**config.mk**
```make
export PLATFORM = sky130hd
export DESIGN_NAME = spi_frame_master
export DESIGN_NICKNAME = d
export VERILOG_FILES = /design/src/rtl/spi_frame_master.sv
export SDC_FILE = /design/constraint.sdc
export NUM_CORES = 1
export LEC_CHECK = 0
export CAP_MARGIN = 5
export CORE_MARGIN = 2
export CORE_UTILIZATION = 52
export CTS_BUF_LIST = sky130_fd_sc_hd__clkbuf_4
export DETAILED_ROUTE_END_ITERATION = 10
export PLACE_DENSITY = 0.77
export SETUP_SLACK_MARGIN = 0.1
export SYNTH_ARGS = -nofsm -noshare
export SYNTH_HDL_FRONTEND = slang
export SYNTH_SLANG_ARGS = --single-unit
```
**constraint.sdc**
```tcl
create_clock -name clk -period 3.5 [get_ports clk]
set_clock_uncertainty 0.2 [all_clocks]
set_input_delay 1.05 -clock clk [delete_from_list [all_inputs] [get_ports clk]]
set_output_delay 1.05 -clock clk [all_outputs]
set_load 0.05 [all_outputs]
```
**src/rtl/spi_frame_master.sv**
```systemverilog
// Serial frame master: sends a {cmd, payload} frame MSB first on MOSI, one bit per clk,
// and for read-data frames captures an 8-bit MISO reply after RD_WAIT turnaround cycles.
module spi_frame_master #(
  parameter int unsigned RD_WAIT = 2
) (
  input  logic       clk,
  input  logic       rst_n,
  input  logic       start,
  input  logic [1:0] cmd,
  input  logic [7:0] wdata,
  input  logic       MISO,
  output logic       MOSI,
  output logic       SS_n,
  output logic       busy,
  output logic       done,
  output logic [7:0] rdata
);

  localparam int unsigned CW = 4;
  localparam logic [CW-1:0] SHIFT_LOAD = CW'(9);
  localparam logic [CW-1:0] READ_LOAD  = CW'(7);
  localparam logic [CW-1:0] WAIT_LOAD  = CW'((RD_WAIT == 0) ? 0 : RD_WAIT - 1);
  localparam logic [1:0]    CMD_RDATA  = 2'b11;

  typedef enum logic [2:0] {
    S_IDLE, S_CMD, S_SHIFT, S_WAIT, S_READ, S_END
  } state_t;

  state_t        state_q, state_d;
  logic [CW-1:0] cnt_q, cnt_d;
  logic [1:0]    cmd_q;
  logic [7:0]    data_q;
  logic [7:0]    sreg_q;
  logic [9:0]    frame;
  logic          mosi_d, ss_d, busy_d, done_d;

  assign frame = {cmd_q, data_q};

  // State, counter, request latch, capture shifter and registered outputs
  always_ff @(posedge clk) begin
    if (!rst_n) begin
      state_q <= S_IDLE;
      cnt_q   <= '0;
      cmd_q   <= '0;
      data_q  <= '0;
      sreg_q  <= '0;
      rdata   <= '0;
      MOSI    <= 1'b0;
      SS_n    <= 1'b1;
      busy    <= 1'b0;
      done    <= 1'b0;
    end else begin
      state_q <= state_d;
      cnt_q   <= cnt_d;
      if (state_q == S_IDLE && start) begin
        cmd_q  <= cmd;
        data_q <= wdata;
      end
      if (state_q == S_READ) sreg_q <= {sreg_q[6:0], MISO};
      if (state_q == S_END && cmd_q == CMD_RDATA) rdata <= sreg_q;
      MOSI <= mosi_d;
      SS_n <= ss_d;
      busy <= busy_d;
      done <= done_d;
    end
  end

  // Next state and bit/wait/read counter
  always_comb begin
    state_d = state_q;
    cnt_d   = cnt_q;
    unique case (state_q)
      S_IDLE: if (start) state_d = S_CMD;
      S_CMD: begin
        state_d = S_SHIFT;
        cnt_d   = SHIFT_LOAD;
      end
      S_SHIFT: begin
        if (cnt_q != '0) begin
          cnt_d = cnt_q - CW'(1);
        end else if (cmd_q != CMD_RDATA) begin
          state_d = S_END;
        end else if (RD_WAIT == 0) begin
          state_d = S_READ;
          cnt_d   = READ_LOAD;
        end else begin
          state_d = S_WAIT;
          cnt_d   = WAIT_LOAD;
        end
      end
      S_WAIT: begin
        if (cnt_q != '0) begin
          cnt_d = cnt_q - CW'(1);
        end else begin
          state_d = S_READ;
          cnt_d   = READ_LOAD;
        end
      end
      S_READ: begin
        if (cnt_q != '0) cnt_d = cnt_q - CW'(1);
        else             state_d = S_END;
      end
      S_END:   state_d = S_IDLE;
      default: state_d = S_IDLE;
    endcase
  end

  // Output values for the current state; registered one edge later
  always_comb begin
    mosi_d = 1'b0;
    ss_d   = 1'b1;
    busy_d = 1'b0;
    done_d = 1'b0;
    unique case (state_q)
      S_CMD: begin
        ss_d   = 1'b0;
        busy_d = 1'b1;
        mosi_d = cmd_q[1];
      end
      S_SHIFT: begin
        ss_d   = 1'b0;
        busy_d = 1'b1;
        mosi_d = frame[cnt_q];
      end
      S_WAIT, S_READ: begin
        ss_d   = 1'b0;
        busy_d = 1'b1;
      end
      S_END: begin
        busy_d = 1'b1;
        done_d = 1'b1;
      end
      default: ;
    endcase
  end

endmodule
```
# Word level (Yosys, flattened, before mapping)
# Cells that the tools add are included.
# W data, S select, Z words.
classes:
  n_mux: 17
  n_eq_ne: 13
  addsub: 1
  order_cmp: 1
  reduce_logical: 9
op_table:
  columns: ["operator", "n"]
  rows:
  - ["$mux W4", 4]
  - ["$pmux W4 S4", 1]
  - ["$mux W3", 5]
  - ["$pmux W3 S5", 1]
  - ["$ne A2 B2 Y1 const B", 5]
  - ["$reduce_bool A4 Y1", 2]
  - ["$eq A3 B2 Y1 const B", 2]
  - ["$eq A3 B3 Y1 const B", 2]
  - ["$lt A4 B5 Y1 const B", 1]
  - ["$reduce_or A5 Y1", 1]
  - ["$bmux W1 S4", 1]
  - ["$mux W1", 4]
  - ["$reduce_and A4 Y1", 1]
  - ["$reduce_or A4 Y1", 1]
  - ["$sub A4 B1 Y4 const B", 1]
  - ["$eq A3 B1 Y1 const B", 1]
  - ["$logic_not A3 Y1", 1]
  - ["$ne A3 B3 Y1 const B", 1]
  - ["$reduce_and A3 Y1", 1]
  - ["$eq A2 B2 Y1 const B", 1]
  - ["$logic_and A1 B1 Y1", 2]
  - ["$ne A2 B1 Y1 const B", 1]
  - ["$pmux W1 S2", 1]
word_totals:
  out_inout_bits: 12
  register_bits: 37

# Longest topological paths before layout
depth:
  ltp_word: 4
  mapped_depth: 8
  mapped_depth_nobuf: 6

# Worst setup path before layout
# OpenSTA, ideal clock, no wires.
synth_timing:
  path_kind: "input -> register"
  from: "input port start"
  to: "register data_q[0]"
  setup_time_ns: 0.132
  setup_slack_ns: 1.271
  required_time_ns: 3.168
  path_stages: 4
  t_arrival_ns: 1.897
  cell_sequence: "or4b_2 -> buf_2 -> nand2_1 -> a21oi_1"
synth_via:
  elab_chain_len: 1
synth_lines:
  columns: ["item", "line_no", "text"]
  rows:
  - ["start, declared", "8", "input logic start,"]
  - ["$logic_and A1 B1 Y1", "55", "if (state_q == S_IDLE && start) begin"]
  - ["end signal, assigned", "57", "data_q <= wdata;"]
  - ["end, declared", "32", "logic [7:0] data_q;"]
# Every way passes these cells.
# A chain may end at the register's enable or synchronous reset.

# Worst setup path in the final report
layout_timing:
  from: "register rdata[0]"
  to: "output port rdata[0]"
layout_rtl:
  columns: ["item", "line_no", "text"]
  rows:
  - ["start, declared", "16", "output logic [7:0] rdata"]
  - ["start signal, assigned", "60", "if (state_q == S_END && cmd_q == CMD_RDATA) rdata <= sreg_q;"]
# No word-level cell between the ends.

==> results.json <==
{
  "status": "finished, final reports clean",
  "cp_max_fo": 2,
  "post-route-period-util": 0.788,
  "cp_slowest_cell": "clkdlybuf4s50_1",
  "power.leakage_nw": 0.706,
  "syn-num-nets": 220,
  "fin_crit_ns": 2.76,
  "crit_buf_inv": 1,
  "syn_to_final_growth_pct": 19.5,
  "ys_seq_elements": 37,
  "cts_buffers": 5,
  "cts_hold_buf": 0,
  "drive_above_1_share": 0.0667,
  "dpl.hpwl_um": 2470,
  "insertedDiodeCount": 0,
  "vias": 1466,
  "critPathMaxStageDelay_ns": 0.81,
  "slew_headroom": 0.492,
  "dieArea_um2": 3740,
  "synth_most_common_cell": "nand2_1",
  "htreeDepth": 2,
  "grt_first_pass_wirelength_um": 5740,
  "numPortBuffers": 25,
  "multi_input_area_um2": 868,
  "postRouteAntennaNets": 0,
  "synth_edf_count": 0,
  "swShare": 0.361,
  "r2r-start": "cnt_q[0]$_SDFFE_PN0P_",
  "cts_buffer_depth": 2,
  "worst-path-stages": 1,
  "synthArstFlopShare": 0,
  "synth.top_cells.by_area": "dfxtp_1 (44%), nand2_1 (9.7%), mux2i_1 (8.2%), a21oi_1 (7.1%), nor2_1 (2.9%)",
  "grt_start_max_net_pins": 21,
  "wirelength_um": 3580,
  "path_cells": "clkdlybuf4s50_1",
  "regToRegSetupSlack_ns": 1.22,
  "crit_type": "flip-flop to output port",
  "synth_cells": 204,
  "rsz0062_at_grt": "false",
  "num_rows": 20,
  "overflow": 0,
  "peakVddDrop_mv": 0.312,
  "dp_cells": 261,
  "comb_power_share": 0.330,
  "synth_area_um2": 1700,
  "cts_tree": "built",
  "setup_viol": 0,
  "ys_seq_area_frac": 0.436,
  "layout.nets": 240,
  "start_util": 0.552,
  "core_area_um2": 3080,
  "grt_usage": 0.207,
  "die_w_um": 61.2,
  "fmax_mhz": 363,
  "cp-end-kind": "output port",
  "synth_commonest_cells": "nand2_1 (44), dfxtp_1 (37), a21oi_1 (24)",
  "critPathTopFamily": "buffers and inverters",
  "report.final.slew_viol_count": 0,
  "cts_resized": 0,
  "critPathCapture": "rdata[0]",
  "yosysWarnings": 0,
  "critPathLaunchType": "flip-flop",
  "p_int_uw": 801,
  "crit_required_ns": 2.25,
  "die_h_um": 61.2,
  "ios": 26,
  "arrival_ns": 1.51,
  "p_sw_uw": 453,
  "syn_avg_cell_area_um2": 8.33,
  "hold_viol": 0,
  "firstDrtPassIters": 5,
  "grt_pass1_vias": 1357,
  "reg2regPathDepth": 6,
  "synth_top_cell_area_share": 0.436,
  "crit_path_start": "rdata[0]$_SDFFE_PN0P_",
  "yosysTopAreaCell": "dfxtp_1",
  "clockRootBuffer": "clkbuf_4",
  "dr.first_iter.drc_count": 93,
  "fillers": 268,
  "clk-insertion-delay-late_ns": 0.34,
  "routedWlPerCell_um": 13.3,
  "place_congestion": 0.818,
  "antenna_found_initial": 0,
  "yosysUniqueCellTypes": 42,
  "path_clk_slew_ns": 0.11,
  "finalNonFillerCells": 269,
  "register_area_um2": 741,
  "tightest_slew_ns": 0.759,
  "power_frac_seq": 0.438,
  "powerDensity_nw_per_um2": 617,
  "cts.sinks": 37,
  "synth_ff_type": "dfxtp_1",
  "r2r-end": "cnt_q[3]$_SDFFE_PN0P_",
  "drcViolationCount": 0,
  "hp-class": "flip-flop to flip-flop",
  "clock_power_share": 0.232,
  "postCtsSetupBuffers": 0,
  "via_per_inst": 5.45,
  "drv_cap": 0,
  "setup_tns_ns": 0
}
[sequential cells by signal, indices dropped and copies added, names as in the netlist]
register  flops
MOSI          1
SS_n          1
busy          1
cmd_q         2
cnt_q         4
data_q        8
done          1
rdata         8
sreg_q        8
state_q       3
[layout by cell type, fill, tap and decap left out, types with 3 or more instances in the layout]
cell type	Yosys	routed
inv_1	6	6
nor3_1	3	3
mux2i_1	14	14
nand2b_1	4	4
nand2_1	44	44
clkdlybuf4s50_1	0	25
clkbuf_4	0	6
dfxtp_1	37	37
a21oi_1	24	24
o21ai_0	7	7
o22ai_1	3	3
nor2_1	13	13
[worst register-to-register path, stage by stage, from the launching register on]
cell and delay (ns):
dfxtp_1 0.37, inv_1 0.19, ha_1 0.22, nor3b_2 0.64, and2_1 0.26, o22ai_1 0.09, a22o_1 0.23
[how the worst min path moves through the flow]
stage / end / startpoint / cells after the start / slack, ns
floorplan: data_q[0]$_SDFFE_PN0P_ / data_q[0]$_SDFFE_PN0P_ / 2 / 0.24
global placement: data_q[6]$_SDFFE_PN0P_ / data_q[6]$_SDFFE_PN0P_ / 2 / 0.24
detailed placement: data_q[6]$_SDFFE_PN0P_ / data_q[6]$_SDFFE_PN0P_ / 2 / 0.26
CTS: data_q[3]$_SDFFE_PN0P_ / data_q[3]$_SDFFE_PN0P_ / 2 / 0.27
global route: data_q[3]$_SDFFE_PN0P_ / data_q[3]$_SDFFE_PN0P_ / 2 / 0.29
finish: data_q[3]$_SDFFE_PN0P_ / data_q[3]$_SDFFE_PN0P_ / 2 / 0.26
[stage by stage]
stage	setup WS (ns)	utilization	hold WS (ns)	power (mW)	area [um2]
2_1_floorplan	1.27	-	0.236	0.878	1700
3_3_place_gp	0.661	0.634	0.243	0.947	1950
3_5_place_dp	0.649	0.634	0.256	0.968	1950
4_1_cts	0.731	0.660	0.272	1.25	2030
5_1_grt	0.690	0.660	0.293	1.32	2030
6_report	0.743	0.660	0.263	1.25	2030
[power by group through the flow]
stage               logic [mW]  registers, mW  clock network, mW
floorplan                0.338          0.539                  0
global placement         0.393          0.554                  0
detailed placement       0.409          0.559                  0
CTS                      0.411          0.549              0.293
global route             0.452          0.562              0.309
finish                   0.413          0.549              0.291
[logic make-up after synthesis]
logic type,share of synthesized area
AO/OA/AOI/OAI,0.200
adder cells (fa/ha/maj),0.0147
AND/OR/NAND/NOR,0.214
buffers and inverters,0.0530
multiplexers,0.0825
flip-flops,0.436
[metal layers]
layer | track usage | wire, um
met5 | 0 | 0
met4 | 0.0683 | 40
met3 | 0.0588 | 181
met2 | 0.340 | 1660
met1 | 0.263 | 1700
[final cells by class]
cell class,instances,share of cell area
well taps,44,0.0271
inverters,6,0.0111
flip-flops and latches,37,0.365
multi-input cells,147,0.428
clock buffers,6,0.0222
repair buffers,27,0.131
clock inverters,2,0.0166
No activity file was read; power rests on OpenSTA's default activity.
